<file path="src/rtl/cpu_datapath_if.sv">
// Control-word, program-load and observation signals between the decoder side and cpu_datapath.
interface cpu_datapath_if;
  logic       hlt, mi, ri, ro, io, ii, ai, ao, sumo, sub, bi, oi, ce, co, j;
  logic       prog_mode, prog_we;
  logic [3:0] prog_addr;
  logic [7:0] prog_data;
  logic [7:0] insn, out_val, bus;
  logic       out_valid, bus_err, halted, cf, zf;

  modport master (
    output hlt, mi, ri, ro, io, ii, ai, ao, sumo, sub, bi, oi, ce, co, j,
    output prog_mode, prog_we, prog_addr, prog_data,
    input  insn, out_val, bus, out_valid, bus_err, halted, cf, zf
  );

  modport slave (
    input  hlt, mi, ri, ro, io, ii, ai, ao, sumo, sub, bi, oi, ce, co, j,
    input  prog_mode, prog_we, prog_addr, prog_data,
    output insn, out_val, bus, out_valid, bus_err, halted, cf, zf
  );
endinterface

</file>
<file path="src/rtl/cpu_datapath.sv">
// 8-bit CPU register/bus datapath with a 16x8 RAM and program-load port.
// Optional carry/zero flags and conditional jumps are enabled by defining CPU_FLAGS_EN.
module cpu_datapath (
  input  logic          clk,
  input  logic          rst,
  cpu_datapath_if.slave dp
);
  logic [7:0] ram [16];
  logic [3:0] pc, mar;
  logic [7:0] ir, a_reg, b_reg, out_reg, bus_val, alu_sum;
  logic       out_pulse, halt_reg, cf_reg, zf_reg, take_jump, run;
  logic [2:0] driver_count;

  // Fixed-priority bus mux; lower-priority drivers are masked on a conflict.
  always_comb begin
    bus_val = 8'h00;
    if (dp.ro)        bus_val = ram[mar];
    else if (dp.io)   bus_val = {4'h0, ir[3:0]};
    else if (dp.ao)   bus_val = a_reg;
    else if (dp.sumo) bus_val = alu_sum;
    else if (dp.co)   bus_val = {4'h0, pc};
  end

  assign driver_count = {2'b00, dp.ro} + {2'b00, dp.io} + {2'b00, dp.ao}
                      + {2'b00, dp.sumo} + {2'b00, dp.co};
  assign run = !dp.prog_mode && !dp.hlt;

`ifdef CPU_FLAGS_EN
  logic alu_carry;
  assign {alu_carry, alu_sum} = {1'b0, a_reg} + {1'b0, dp.sub ? ~b_reg : b_reg} + {8'h00, dp.sub};

  // Opcodes 7 and 8 are the conditional jumps (carry / zero); all others jump unconditionally.
  always_comb begin
    take_jump = dp.j;
    if (ir[7:4] == 4'h7)      take_jump = dp.j && cf_reg;
    else if (ir[7:4] == 4'h8) take_jump = dp.j && zf_reg;
  end

  always_ff @(posedge clk) begin
    if (rst) begin
      cf_reg <= 1'b0;
      zf_reg <= 1'b0;
    end else if (run && dp.ai && dp.sumo) begin
      cf_reg <= alu_carry;
      zf_reg <= (alu_sum == 8'h00);
    end
  end
`else
  assign alu_sum   = a_reg + (dp.sub ? ~b_reg : b_reg) + {7'h00, dp.sub};
  assign take_jump = dp.j;
  assign cf_reg    = 1'b0;
  assign zf_reg    = 1'b0;
`endif

  // All loads sample the pre-edge bus; a halt freezes every register except halted itself.
  always_ff @(posedge clk) begin
    if (rst) begin
      pc        <= 4'h0;
      mar       <= 4'h0;
      ir        <= 8'h00;
      a_reg     <= 8'h00;
      b_reg     <= 8'h00;
      out_reg   <= 8'h00;
      out_pulse <= 1'b0;
      halt_reg  <= 1'b0;
    end else begin
      out_pulse <= 1'b0;
      if (!dp.prog_mode) begin
        halt_reg <= dp.hlt;
        if (!dp.hlt) begin
          if (dp.mi) mar   <= bus_val[3:0];
          if (dp.ii) ir    <= bus_val;
          if (dp.ai) a_reg <= bus_val;
          if (dp.bi) b_reg <= bus_val;
          if (take_jump)  pc <= bus_val[3:0];
          else if (dp.ce) pc <= pc + 4'd1;
          if (dp.oi) begin
            out_reg   <= bus_val;
            out_pulse <= 1'b1;
          end
        end
      end
    end
  end

  // RAM has no reset so a loaded program survives it; reset still blocks any write that edge.
  always_ff @(posedge clk) begin
    if (!rst) begin
      if (dp.prog_mode) begin
        if (dp.prog_we) ram[dp.prog_addr] <= dp.prog_data;
      end else if (!dp.hlt && dp.ri) begin
        ram[mar] <= bus_val;
      end
    end
  end

  assign dp.insn      = ir;
  assign dp.out_val   = out_reg;
  assign dp.out_valid = out_pulse;
  assign dp.bus       = bus_val;
  assign dp.bus_err   = (driver_count > 3'd1);
  assign dp.halted    = halt_reg;
  assign dp.cf        = cf_reg;
  assign dp.zf        = zf_reg;
endmodule

</file>
<file path="src/flat_wrapper.sv">
// flat-port wrapper written by rule: the top's interface ports become plain ports
module cpu_datapath_flat 
  (clk, rst, dp_hlt, dp_mi, dp_ri, dp_ro, dp_io, dp_ii, dp_ai, dp_ao, dp_sumo, dp_sub, dp_bi, dp_oi, dp_ce, dp_co, dp_j, dp_prog_mode, dp_prog_we, dp_prog_addr, dp_prog_data, dp_insn, dp_out_val, dp_bus, dp_out_valid, dp_bus_err, dp_halted, dp_cf, dp_zf);
  cpu_datapath_if dp_i ();
  input  logic clk;
  input  logic rst;
  input wire logic [$bits(dp_i.hlt)-1:0] dp_hlt;
  input wire logic [$bits(dp_i.mi)-1:0] dp_mi;
  input wire logic [$bits(dp_i.ri)-1:0] dp_ri;
  input wire logic [$bits(dp_i.ro)-1:0] dp_ro;
  input wire logic [$bits(dp_i.io)-1:0] dp_io;
  input wire logic [$bits(dp_i.ii)-1:0] dp_ii;
  input wire logic [$bits(dp_i.ai)-1:0] dp_ai;
  input wire logic [$bits(dp_i.ao)-1:0] dp_ao;
  input wire logic [$bits(dp_i.sumo)-1:0] dp_sumo;
  input wire logic [$bits(dp_i.sub)-1:0] dp_sub;
  input wire logic [$bits(dp_i.bi)-1:0] dp_bi;
  input wire logic [$bits(dp_i.oi)-1:0] dp_oi;
  input wire logic [$bits(dp_i.ce)-1:0] dp_ce;
  input wire logic [$bits(dp_i.co)-1:0] dp_co;
  input wire logic [$bits(dp_i.j)-1:0] dp_j;
  input wire logic [$bits(dp_i.prog_mode)-1:0] dp_prog_mode;
  input wire logic [$bits(dp_i.prog_we)-1:0] dp_prog_we;
  input wire logic [$bits(dp_i.prog_addr)-1:0] dp_prog_addr;
  input wire logic [$bits(dp_i.prog_data)-1:0] dp_prog_data;
  output wire logic [$bits(dp_i.insn)-1:0] dp_insn;
  output wire logic [$bits(dp_i.out_val)-1:0] dp_out_val;
  output wire logic [$bits(dp_i.bus)-1:0] dp_bus;
  output wire logic [$bits(dp_i.out_valid)-1:0] dp_out_valid;
  output wire logic [$bits(dp_i.bus_err)-1:0] dp_bus_err;
  output wire logic [$bits(dp_i.halted)-1:0] dp_halted;
  output wire logic [$bits(dp_i.cf)-1:0] dp_cf;
  output wire logic [$bits(dp_i.zf)-1:0] dp_zf;
  assign dp_i.hlt = dp_hlt;
  assign dp_i.mi = dp_mi;
  assign dp_i.ri = dp_ri;
  assign dp_i.ro = dp_ro;
  assign dp_i.io = dp_io;
  assign dp_i.ii = dp_ii;
  assign dp_i.ai = dp_ai;
  assign dp_i.ao = dp_ao;
  assign dp_i.sumo = dp_sumo;
  assign dp_i.sub = dp_sub;
  assign dp_i.bi = dp_bi;
  assign dp_i.oi = dp_oi;
  assign dp_i.ce = dp_ce;
  assign dp_i.co = dp_co;
  assign dp_i.j = dp_j;
  assign dp_i.prog_mode = dp_prog_mode;
  assign dp_i.prog_we = dp_prog_we;
  assign dp_i.prog_addr = dp_prog_addr;
  assign dp_i.prog_data = dp_prog_data;
  assign dp_insn = dp_i.insn;
  assign dp_out_val = dp_i.out_val;
  assign dp_bus = dp_i.bus;
  assign dp_out_valid = dp_i.out_valid;
  assign dp_bus_err = dp_i.bus_err;
  assign dp_halted = dp_i.halted;
  assign dp_cf = dp_i.cf;
  assign dp_zf = dp_i.zf;
  cpu_datapath u_core (.clk(clk), .rst(rst), .dp(dp_i));
endmodule
</file>
<file path="config.mk">
export PLATFORM = sky130hd
export DESIGN_NAME = cpu_datapath_flat
export DESIGN_NICKNAME = d
export VERILOG_FILES = /design/src/rtl/cpu_datapath_if.sv /design/src/rtl/cpu_datapath.sv /design/src/flat_wrapper.sv
export SDC_FILE = /design/constraint.sdc
export NUM_CORES = 1
export LEC_CHECK = 0
export ABC_AREA = 0
export CAP_MARGIN = 20
export CORE_MARGIN = 2
export CORE_UTILIZATION = 40
export CTS_BUF_LIST = sky130_fd_sc_hd__clkbuf_8
export DETAILED_ROUTE_END_ITERATION = 6
export GPL_TIMING_DRIVEN = 0
export PLACE_DENSITY_LB_ADDON = 0.08
export SLEW_MARGIN = 30
export SYNTH_ARGS = -nofsm -noshare
export SYNTH_HDL_FRONTEND = slang
export SYNTH_SLANG_ARGS = --single-unit
export TNS_END_PERCENT = 5
</file>
<file path="constraint.sdc">
create_clock -name clk -period 5.2 [get_ports clk]
set_clock_uncertainty 0.1 [all_clocks]
set_input_delay 1.04 -clock clk [delete_from_list [all_inputs] [get_ports clk]]
set_output_delay 1.04 -clock clk [all_outputs]
set_load 0.03 [all_outputs]
</file>
# [After elaboration in Yosys (flattened, before gate mapping)]
# Memory sizes are Yosys's and may differ from the RTL's. A register that Yosys moved wholly into a read port is not among the register bits.
# Cells that the tools add are included.
[classes] addsub=7 n_mul=0 div=0 n_lt_le_gt_ge=1 eq_ne=0 n_shift=0 mux=22 bitwise=3 reduce_logical=11
[op_table] op="8-bit two-way mux" n=6
[op_table] op="4-bit two-way mux" n=6
[op_table] op="3-bit AND reduction" n=6
[op_table] op="1-bit two-way mux" n=10
[op_table] op="3-bit by 1-bit adder with 3-bit output" n=3
[op_table] op="8-bit by 1-bit adder with 8-bit output" n=1
[op_table] op="8-bit adder" n=1
[op_table] op="8-bit NOT" n=1
[op_table] op="8-bit OR reduction" n=1
[op_table] op="4-bit by 1-bit adder with 4-bit output, second input constant" n=1
[op_table] op="3-bit by 1-bit > comparator with 1-bit output, second input constant" n=1
[op_table] op="3-bit OR reduction" n=1
[op_table] op="1-bit by 1-bit adder with 2-bit output" n=1
[op_table] op="1-bit NOT" n=2
[op_table] op="2-bit nonzero test" n=1
[op_table] op="1-bit logical AND" n=1
[op_table] op="1-bit zero test" n=1
[word_totals] register_bits=42 latch_bits=0 ramBits=128 romBits=0 input_bits=31 output_inout_bits=29 wordCells=53 memories=1
[memory_table] name="u_core.ram" words=16 word_bits=8 rd=1 rd_ports_with_merged_regs=1 write_ports=1 line="cpu_datapath.sv:8" source="logic [7:0] ram [16];"

# [Longest topological paths before layout]
# Gate-level depths: netlist (run 1).
[depth] ltp_word=10 mapped_depth=10 mapped_depth_nobuf=8

# [Least setup slack after synthesis (run 1)]
# No wires, ideal clock.
[synth_path] path_kind="input -> output" start="input dp_sub" end="output dp_bus[6]" arrival_ns=3.242 required_ns=4.060 setup_slack_ns=0.818 path_stages=9 path_buffers=1 cell_sequence="buf_2 > mux2_2 > fa_1 > a21o_1 > a211oi_1 > or3_1 > a221oi_1 > a2111oi_2 > inv_1"
[synth_between] elab_chain_cells=7
[synth_rtl] element="start: declaration" line="flat_wrapper.sv:16" source="input wire logic [$bits(dp_i.sub)-1:0] dp_sub;"
[synth_rtl] element="8-bit two-way mux" line="cpu_datapath.sv:49" source="assign alu_sum = a_reg + (dp.sub ? ~b_reg : b_reg) + {7'h00, dp.sub};"
[synth_rtl] element="8-bit adder" line="cpu_datapath.sv:49"
[synth_rtl] element="8-bit by 1-bit adder with 8-bit output *" line="cpu_datapath.sv:49"
[synth_rtl] element="8-bit two-way mux *" line="cpu_datapath.sv:20" source="else if (dp.sumo) bus_val = alu_sum;"
[synth_rtl] element="8-bit two-way mux *" line="cpu_datapath.sv:19" source="else if (dp.ao) bus_val = a_reg;"
[synth_rtl] element="8-bit two-way mux *" line="cpu_datapath.sv:18" source="else if (dp.io) bus_val = {4'h0, ir[3:0]};"
[synth_rtl] element="8-bit two-way mux *" line="cpu_datapath.sv:17" source="if (dp.ro) bus_val = ram[mar];"
[synth_rtl] element="end: declaration" line="flat_wrapper.sv:28" source="output wire logic [$bits(dp_i.bus)-1:0] dp_bus;"
# Every way passes the cells marked *; elsewhere a longest branch is shown, timed or not.

# [Worst setup path in the final report (run 1)]
# Same ends and word-level chain as after synthesis.

==> summary.md, run 1 <==
| Metric | Value |
|---|---|
| Sw frac | between 20% and 30% |
| Critical-path cell list | buf_2 -> mux2_2 -> fa_1 -> a21o_1 -> a211oi_1 -> o21ai_0 -> a221oi_2 -> a2111oi_4 -> inv_1 -> clkdlybuf4s50_1 |
| Vias in the first global route | ~5k |
| P&R area growth vs syn | 17.41% |
| Register bit total from synthesis | 174 |
| Ant diodes | 0 |
| P per Cell Area | ~310 nW/µm² |
| Area leader, netlist | edfxtp_1 |
| Reg2Reg Depth | 8 |
| Share of flip-flops with an asynchronous set or reset | 0% |
| Util after Layout | between 40 and 50% |
| Share of the synthesized area in the top cell type | 50.79% |
| Crit path capture type | output port |
| Initial Util | 40.59% |
| Avg Inst Size Synth | between 10 and 15 µm² |
| Max_cap viols | 0 |
| DRT Wirelength | approximately 20,000 µm |
| Fillers | about 1.7k |
| H-tree Lvls | 4 |
| Fin crit period | approximately 5100 ps |
| WHS | around 390 ps |
| CP top delay family | compound AO/OA/AOI/OAI gates |
| Die area | 20,040 µm² |
| Most flop-heavy register | u_core.ram |
| Psw | between 0.7 and 0.8 mW |
| Largest family of logic cells by synthesized area | multiplexers |
| # setup viols final | 0 |
| Final #Nets | just under 700 |
| Critical-path maximum fanout | 8 |
| Fin. Hold Viols | 0 |
| First DRT Iteration DRCs | about 360 |
| Leak | between 2 and 3 nW |
| Initial antenna violation count | 0 |
| Combinational share of power | a little under an eighth |
| Distinct cells, synth | 61 |
| CTS buffer count | 17 |
| RSZ-0062 raised after global routing | no |
| CP Depth | 10 |
| DRT Pass-1 Iters | 5 |
| RR Startpoint | u_core.b_reg[0]$_SDFFE_PP0P_ |
| Bufs and invs on worst path | 3 |
| CTS tree | done |
| Flop pwr share | approximately 55% |
| Global placer's final weighted congestion | 0.8180 |
| Critical path's slowest cell | clkdlybuf4s50_1 |
| Internal | between 1.5 and 2 mW |
| Die Span Y | ~140 µm |
| Clk sink count | between 150 and 200 |
| Crit Reg-Reg Endpoint | u_core.ram[2][6]$_DFFE_PP_ |
| Cell Area, Synth | 7567 µm² |
| Slew Limit Headroom | 36.71% |
| Clock root buffer | clkbuf_8 |
| Sequential share of the synthesized area | 62.96% |
| Synth Area in Adders | around 2.1% |
| Clk pin slew, worst setup/hold paths | 100 ps |
| Die W | between 100 and 150 µm |
| Port bufs | 54 |
| Worst reg2reg setup slack | between 1500 and 2000 ps |
| Routed vias | between 5k and 6k |
| Complex-gate fraction of the synthesized area | a little over a tenth |
| Hold_buf cts | 0 |
| Post-Synth Simple-Gate Area | under 10% |
| WP data arrival | just under 4000 ps |
| Worst min path class | reg -> reg |
| Final Cycle Share | 98.07% |
| Synth Warn # | 0 |
| Main flop type after synthesis | edfxtp_1 |
| First-pass GRT wire length | around 30,000 µm |
| Fmax | between 0.15 and 0.2 GHz |
| Commonest non-fill, non-tap cells in the layout | 128 x edfxtp_1, 54 x clkdlybuf4s50_1, 46 x dfxtp_1, 38 x a21oi_1, 36 x nand2_1 |
| Site Rows | 50 |
| Maximum VDD drop | 0.3011 mV |
| Clk buf depth | 2 |
| I/O Pins | 60 |
| Worst path required time | between 4000 and 5000 ps |
| Via-to-Cell Ratio | 5.629 |
| Kind of critical path | in -> out |
| Drt wl/cell | ~22 µm |
| Critical path destination | dp_bus[6] |
| Worst path max stage delay | 660 ps |
| Synthesized instance count | approximately 570 |
| Total GRT Usage | between 20% and 30% |
| Largest register FFs | 128 |
| Largest net degree at the start of global routing | 20 |
| Gr ovfl total | 0 |
| Clock latency on the worst-skew pair | ~470 ps |
| DP HPWL | about 14,000 µm |
| Share of cells above drive strength 1 | between 10 and 15% |
| Final ANT Viol Nets | 0 |
| Slew Viols, Final | 0 |
| Type of origin of the critical path | primary input |
| DRC Markers | 0 |
| Worst-Margin Slew | 945.9 ps |
| Clock network power share | about a third |
| Xor/xnor share of the synthesized area | under 10% |
| Most common cell after layout, fill and taps aside | edfxtp_1 |
| Synth area leaders | edfxtp_1 51%, dfxtp_1 12%, mux4_2 6.8%, mux2i_1 3.4%, a21oi_1 2.6% |
| Post-synth EDFFs | 128 |
| Launch point of the worst path | dp_sub |
| Post-CTS Setup Inserts | 0 |
| Core Area | 18,640 µm² |
| Status | completed |
| Mux contribution to synthesized area | approximately 11% |
[metrics by stage]
step                      power [mW]  TNS (ps)  std cells  area (µm²)  setup WS, ps
after global placement         1.877    -154.4        861        8404        -80.61
after CTS                      2.797    -1.163        895        8853        -1.163
after detailed placement       1.888    -302.3        863        8446        -107.6
after global routing           2.884         0        895        8885         16.22
after floorplan                1.756         0        573        7571         818.0
final                          2.785         0        895        8885         100.5
[layout make-up]
cell class	count	area, µm²	share of cell area [%]
plain buffers	33	165.2	1.859
well taps	234	292.8	3.295
inverters	18	67.56	0.7605
clock inverters	15	153.9	1.732
flip-flops and latches	174	4765	53.63
multi-input cells	348	2644	29.76
clock buffers	17	234.0	2.633
repair buffers	56	563.0	6.337
[power by group through the flow]
stage	combinational (mW)	sequential, mW	clock (mW)
final	0.332	1.53	0.923
after global routing	0.358	1.53	0.993
after detailed placement	0.325	1.56	0
after floorplan	0.185	1.57	0
after global placement	0.315	1.56	0
after CTS	0.329	1.53	0.937
[tightest hold or removal path: cells and delay by family (launching register included)]
kind | cells | cell delay (ps)
AO/OA/AOI/OAI | 1 | 70
AND/OR/NAND/NOR | 1 | 50
flip-flops | 1 | 330
[layer usage]
metal	track usage (%)	wire, µm
met5	0	0
met4	4.316	145
met3	4.725	937
met2	33.09	9707
met1	27.66	8848
[cell families (layout without fill, tap and decap cells)]
| family | after synthesis | count (layout) |
|---|---|---|
| compound gates | 134 | 134 |
| simple gates | 137 | 137 |
| buf+inv | 51 | 139 |
| fa+ha+maj | 11 | 11 |
| other cells | 1 | 2 |
| flops | 174 | 174 |
| mux | 53 | 53 |
| xor+xnor | 11 | 11 |
[timing repair]
action,in CTS,in global routing
endpoints found under the setup margin,4,1
gates resized for setup,3,2
gates cloned,0,0
[synth_stat cells (7+ instances only)]
cell type  count
edfxtp_1     128
dfxtp_1       46
nor2_1        41
a21oi_1       40
o21ai_0       38
nand2_1       36
mux2i_1       26
mux4_2        23
inv_1         18
clkbuf_1      17
nand3_1       16
a31oi_1       14
ha_1           8
xor2_1         8
buf_2          7
o31ai_1        7
[how the worst min path moves through the flow]
stage | start | end | depth (start not counted)
2_1_floorplan | u_core.b_reg[1]$_SDFFE_PP0P_ | u_core.b_reg[1]$_SDFFE_PP0P_ | 2
3_3_place_gp | u_core.dp.out_val[1]$_SDFFE_PP0P_ | u_core.dp.out_val[1]$_SDFFE_PP0P_ | 2
3_5_place_dp | u_core.dp.out_val[1]$_SDFFE_PP0P_ | u_core.dp.out_val[1]$_SDFFE_PP0P_ | 2
4_1_cts | u_core.dp.out_val[1]$_SDFFE_PP0P_ | u_core.dp.out_val[1]$_SDFFE_PP0P_ | 2
5_1_grt | u_core.dp.out_val[1]$_SDFFE_PP0P_ | u_core.dp.out_val[1]$_SDFFE_PP0P_ | 2
6_report | u_core.dp.out_val[1]$_SDFFE_PP0P_ | u_core.dp.out_val[1]$_SDFFE_PP0P_ | 2
Power figures use the tool's default switching activity.
==> run 2: changes to the inputs <==
--- a/config.mk
+++ b/config.mk
@@ -6,7 +6,6 @@
 export NUM_CORES = 1
 export LEC_CHECK = 0
 export ABC_AREA = 0
-export CAP_MARGIN = 20
 export CORE_MARGIN = 2
 export CORE_UTILIZATION = 40
 export CTS_BUF_LIST = sky130_fd_sc_hd__clkbuf_8
==> results of run 2 <==
Same layout as run 1: the final DEF is identical, and so are final timing and power.
==> run 3: changes to the inputs <==
--- a/config.mk
+++ b/config.mk
@@ -12,6 +12,7 @@
 export DETAILED_ROUTE_END_ITERATION = 6
 export GPL_TIMING_DRIVEN = 0
 export PLACE_DENSITY_LB_ADDON = 0.08
+export RECOVER_POWER = 25
 export SLEW_MARGIN = 30
 export SYNTH_ARGS = -nofsm -noshare
 export SYNTH_HDL_FRONTEND = slang
==> summary.md, run 3 (synthesis gave the netlist of run 1 again) <==
| Metric | Value |
|---|---|
| Vias in the first global route | 4,966 (unchanged) |
| Most flop-heavy register | u_core.ram (unchanged) |
| Leak | 2.997 nW (was 2.944 nW) |
| WHS Path Cells | 2 (unchanged) |
| Most common cell after layout, fill and taps aside | edfxtp_1 (unchanged) |
| H-tree Lvls | 4 (unchanged) |
| Port bufs | 54 (unchanged) |
| Reg2Reg Depth | 8 (unchanged) |
| Core Area | 18,640 µm² (unchanged) |
| Worst min path class | reg -> reg (unchanged) |
| Crit Reg-Reg Endpoint | u_core.ram[14][4]$_DFFE_PP_ (was u_core.ram[2][6]$_DFFE_PP_) |
| Hold endpoint | u_core.dp.out_val[1]$_SDFFE_PP0P_ (unchanged) |
| Worst-Margin Slew | 1749 ps (was 945.9 ps) |
| Max_cap viols | 1 (was 0) |
| Global placer's final weighted congestion | 0.8180 (unchanged) |
| Clk sink count | 174 (unchanged) |
| Worst path required time | 4060 ps (about the same) |
| Fin crit period | 5109 ps (was 5100 ps) |
| Share of cells above drive strength 1 | 14.22% (was 14.67%) |
| DRT Pass-1 Iters | 5 (unchanged) |
| Worst reg2reg setup slack | 1250 ps (was 1750 ps) |
| Largest register FFs | 128 (unchanged) |
| Type of origin of the critical path | primary input (unchanged) |
| P&R area growth vs syn | 17.29% (was 17.41%) |
| RR Startpoint | u_core.b_reg[0]$_SDFFE_PP0P_ (unchanged) |
| Maximum VDD drop | 0.3008 mV (was 0.3011 mV) |
| Critical-path maximum fanout | 8 (unchanged) |
| Fmax | 0.1958 GHz (was 0.1961 GHz) |
| Clock root buffer | clkbuf_8 (unchanged) |
| Gr ovfl total | 0 (unchanged) |
| Post-CTS Setup Inserts | 0 (unchanged) |
| Via-to-Cell Ratio | 5.608 (was 5.629) |
| Kind of critical path | in -> out (unchanged) |
| Clk buf depth | 2 (unchanged) |
| CTS buffer count | 17 (unchanged) |
| # setup viols final | 0 (unchanged) |
| Fillers | 1,697 (was 1,696) |
| Util after Layout | 47.61% (was 47.66%) |
| First-pass GRT wire length | 29,510 µm (unchanged) |
| Ant diodes | 0 (unchanged) |
| First DRT Iteration DRCs | 331 (was 356) |
| Combinational share of power | 11.8% (was 11.9%) |
| DP HPWL | 13,800 µm (unchanged) |
| DRT Wirelength | 19,590 µm (was 19,640 µm) |
| Die W | 141.5 µm (unchanged) |
| RSZ-0062 raised after global routing | no (unchanged) |
| Largest net degree at the start of global routing | 20 (unchanged) |
| Die Span Y | 141.5 µm (unchanged) |
| Psw | 0.7840 mW (was 0.7877 mW) |
| Initial Util | 40.59% (unchanged) |
| Hold_buf cts | 0 (unchanged) |
| DRC Markers | 0 (unchanged) |
| Internal | 1.995 mW (was 1.998 mW) |
| Crit path capture type | output port (unchanged) |
| Routed vias | 5,019 (was 5,038) |
| Clock latency on the worst-skew pair | 470 ps (about the same) |
| Slew Limit Headroom | -17.87% (was 36.71%) |
| Final ANT Viol Nets | 0 (unchanged) |
| Setup TNS | 0 ps (unchanged) |
| Clk pin slew, worst setup/hold paths | 100 ps (about the same) |
| Failing checks | capacitance limit, slew limit |
| Total GRT Usage | 20.18% (unchanged) |
| Clock network power share | 33.1% (about the same) |
| Drt wl/cell | 21.89 µm (was 21.94 µm) |
| CTS tree | done (unchanged) |
| Tot Pwr | 2.779 mW (was 2.785 mW) |
| P per Cell Area | 313.1 nW/µm² (was 313.5 nW/µm²) |
| Final #Nets | 690 (unchanged) |
| Final Cycle Share | 98.24% (was 98.07%) |
| Flop pwr share | 55.1% (was 55.0%) |
| Slew Viols, Final | 17 (was 0) |
| Fin. Hold Viols | 0 (unchanged) |
| I/O Pins | 60 (unchanged) |
| Status | finished, violations left (was completed) |
| Commonest non-fill, non-tap cells in the layout | 128 x edfxtp_1, 46 x dfxtp_1, 38 x a21oi_1, 36 x nand2_1 (was 128 x edfxtp_1, 54 x clkdlybuf4s50_1, 46 x dfxtp_1, 38 x a21oi_1, 36 x nand2_1) |
| Site Rows | 50 (unchanged) |
| Die area | 20,040 µm² (unchanged) |
| WP data arrival | 3970 ps (was 3960 ps) |
| Sw frac | 28.21% (was 28.28%) |
| Origin of the worst min-delay path | u_core.dp.out_val[1]$_SDFFE_PP0P_ (unchanged) |
| Initial antenna violation count | 0 (unchanged) |
-- run 3: layout make-up --
class                           count  area [µm²]  share of cell area [%]
Timing Repair Buffer               56       563.0                   6.343
Clock buffer                       17       234.0                   2.636
Buffer                             33       165.2                   1.861
Sequential cell                   174        4765                   53.68
Clock inverter                     15       153.9                   1.734
Multi-Input combinational cell    348        2635                   29.69
Tap cell                          234       292.8                   3.299
Inverter                           18       67.56                  0.7612
-- run 3: worst max-delay path by stage --
stage	cells after the start	slack (ps)	from	to
2_1_floorplan	9	820	dp_sub	dp_bus[6]
3_3_place_gp	8	-80	dp_ro	dp_bus[0]
3_5_place_dp	8	-110	dp_ro	dp_bus[0]
4_1_cts	8	-1	dp_ao	dp_bus_err
5_1_grt	8	20	dp_ro	dp_bus[0]
6_report	10	90	dp_sub	dp_bus[6]
-- run 3: metal layers --
layer  up-vias  GRT usage (%)  share of wire (%)
met5         -              0                  0
met3        11          4.725                4.5
li1       2329              -                  -
met1      2555          27.66                 45
met2       124          33.09                 49
met4         0          4.316               0.77
-- run 3: power by group through the flow --
| stage | logic, mW | registers, mW | clock network [mW] |
|---|---|---|---|
| after floorplan | 0.185 | 1.57 | 0 |
| after global placement | 0.315 | 1.56 | 0 |
| after detailed placement | 0.325 | 1.56 | 0 |
| after CTS | 0.329 | 1.53 | 0.937 |
| after global routing | 0.355 | 1.53 | 0.993 |
| final | 0.329 | 1.53 | 0.920 |
-- run 3: critical path, stage by stage --
cell	delay (ps)
buf_2	180
mux2_2	320
fa_1	440
a21o_1	230
a211oi_1	320
o21ai_0	190
a221oi_2	390
a2111oi_4	110
inv_1	80
clkdlybuf4s50_1	660
-- run 3: repair_timing --
action,CTS,global route
pin swaps,0,0
resized for setup,3,2
endpoints found under the setup margin,4,1
-- run 3: metrics by stage --
stage / setup slack [ps] / area, µm² / hold slack (ps) / std cells
after floorplan: 818.0 / 7571 / 358.1 / 573
after global placement: -80.61 / 8404 / 360.1 / 861
after detailed placement: -107.6 / 8446 / 370.7 / 863
after CTS: -1.163 / 8853 / 385.4 / 895
after global routing: 16.22 / 8876 / 413.2 / 895
final: 91.49 / 8876 / 380.7 / 895
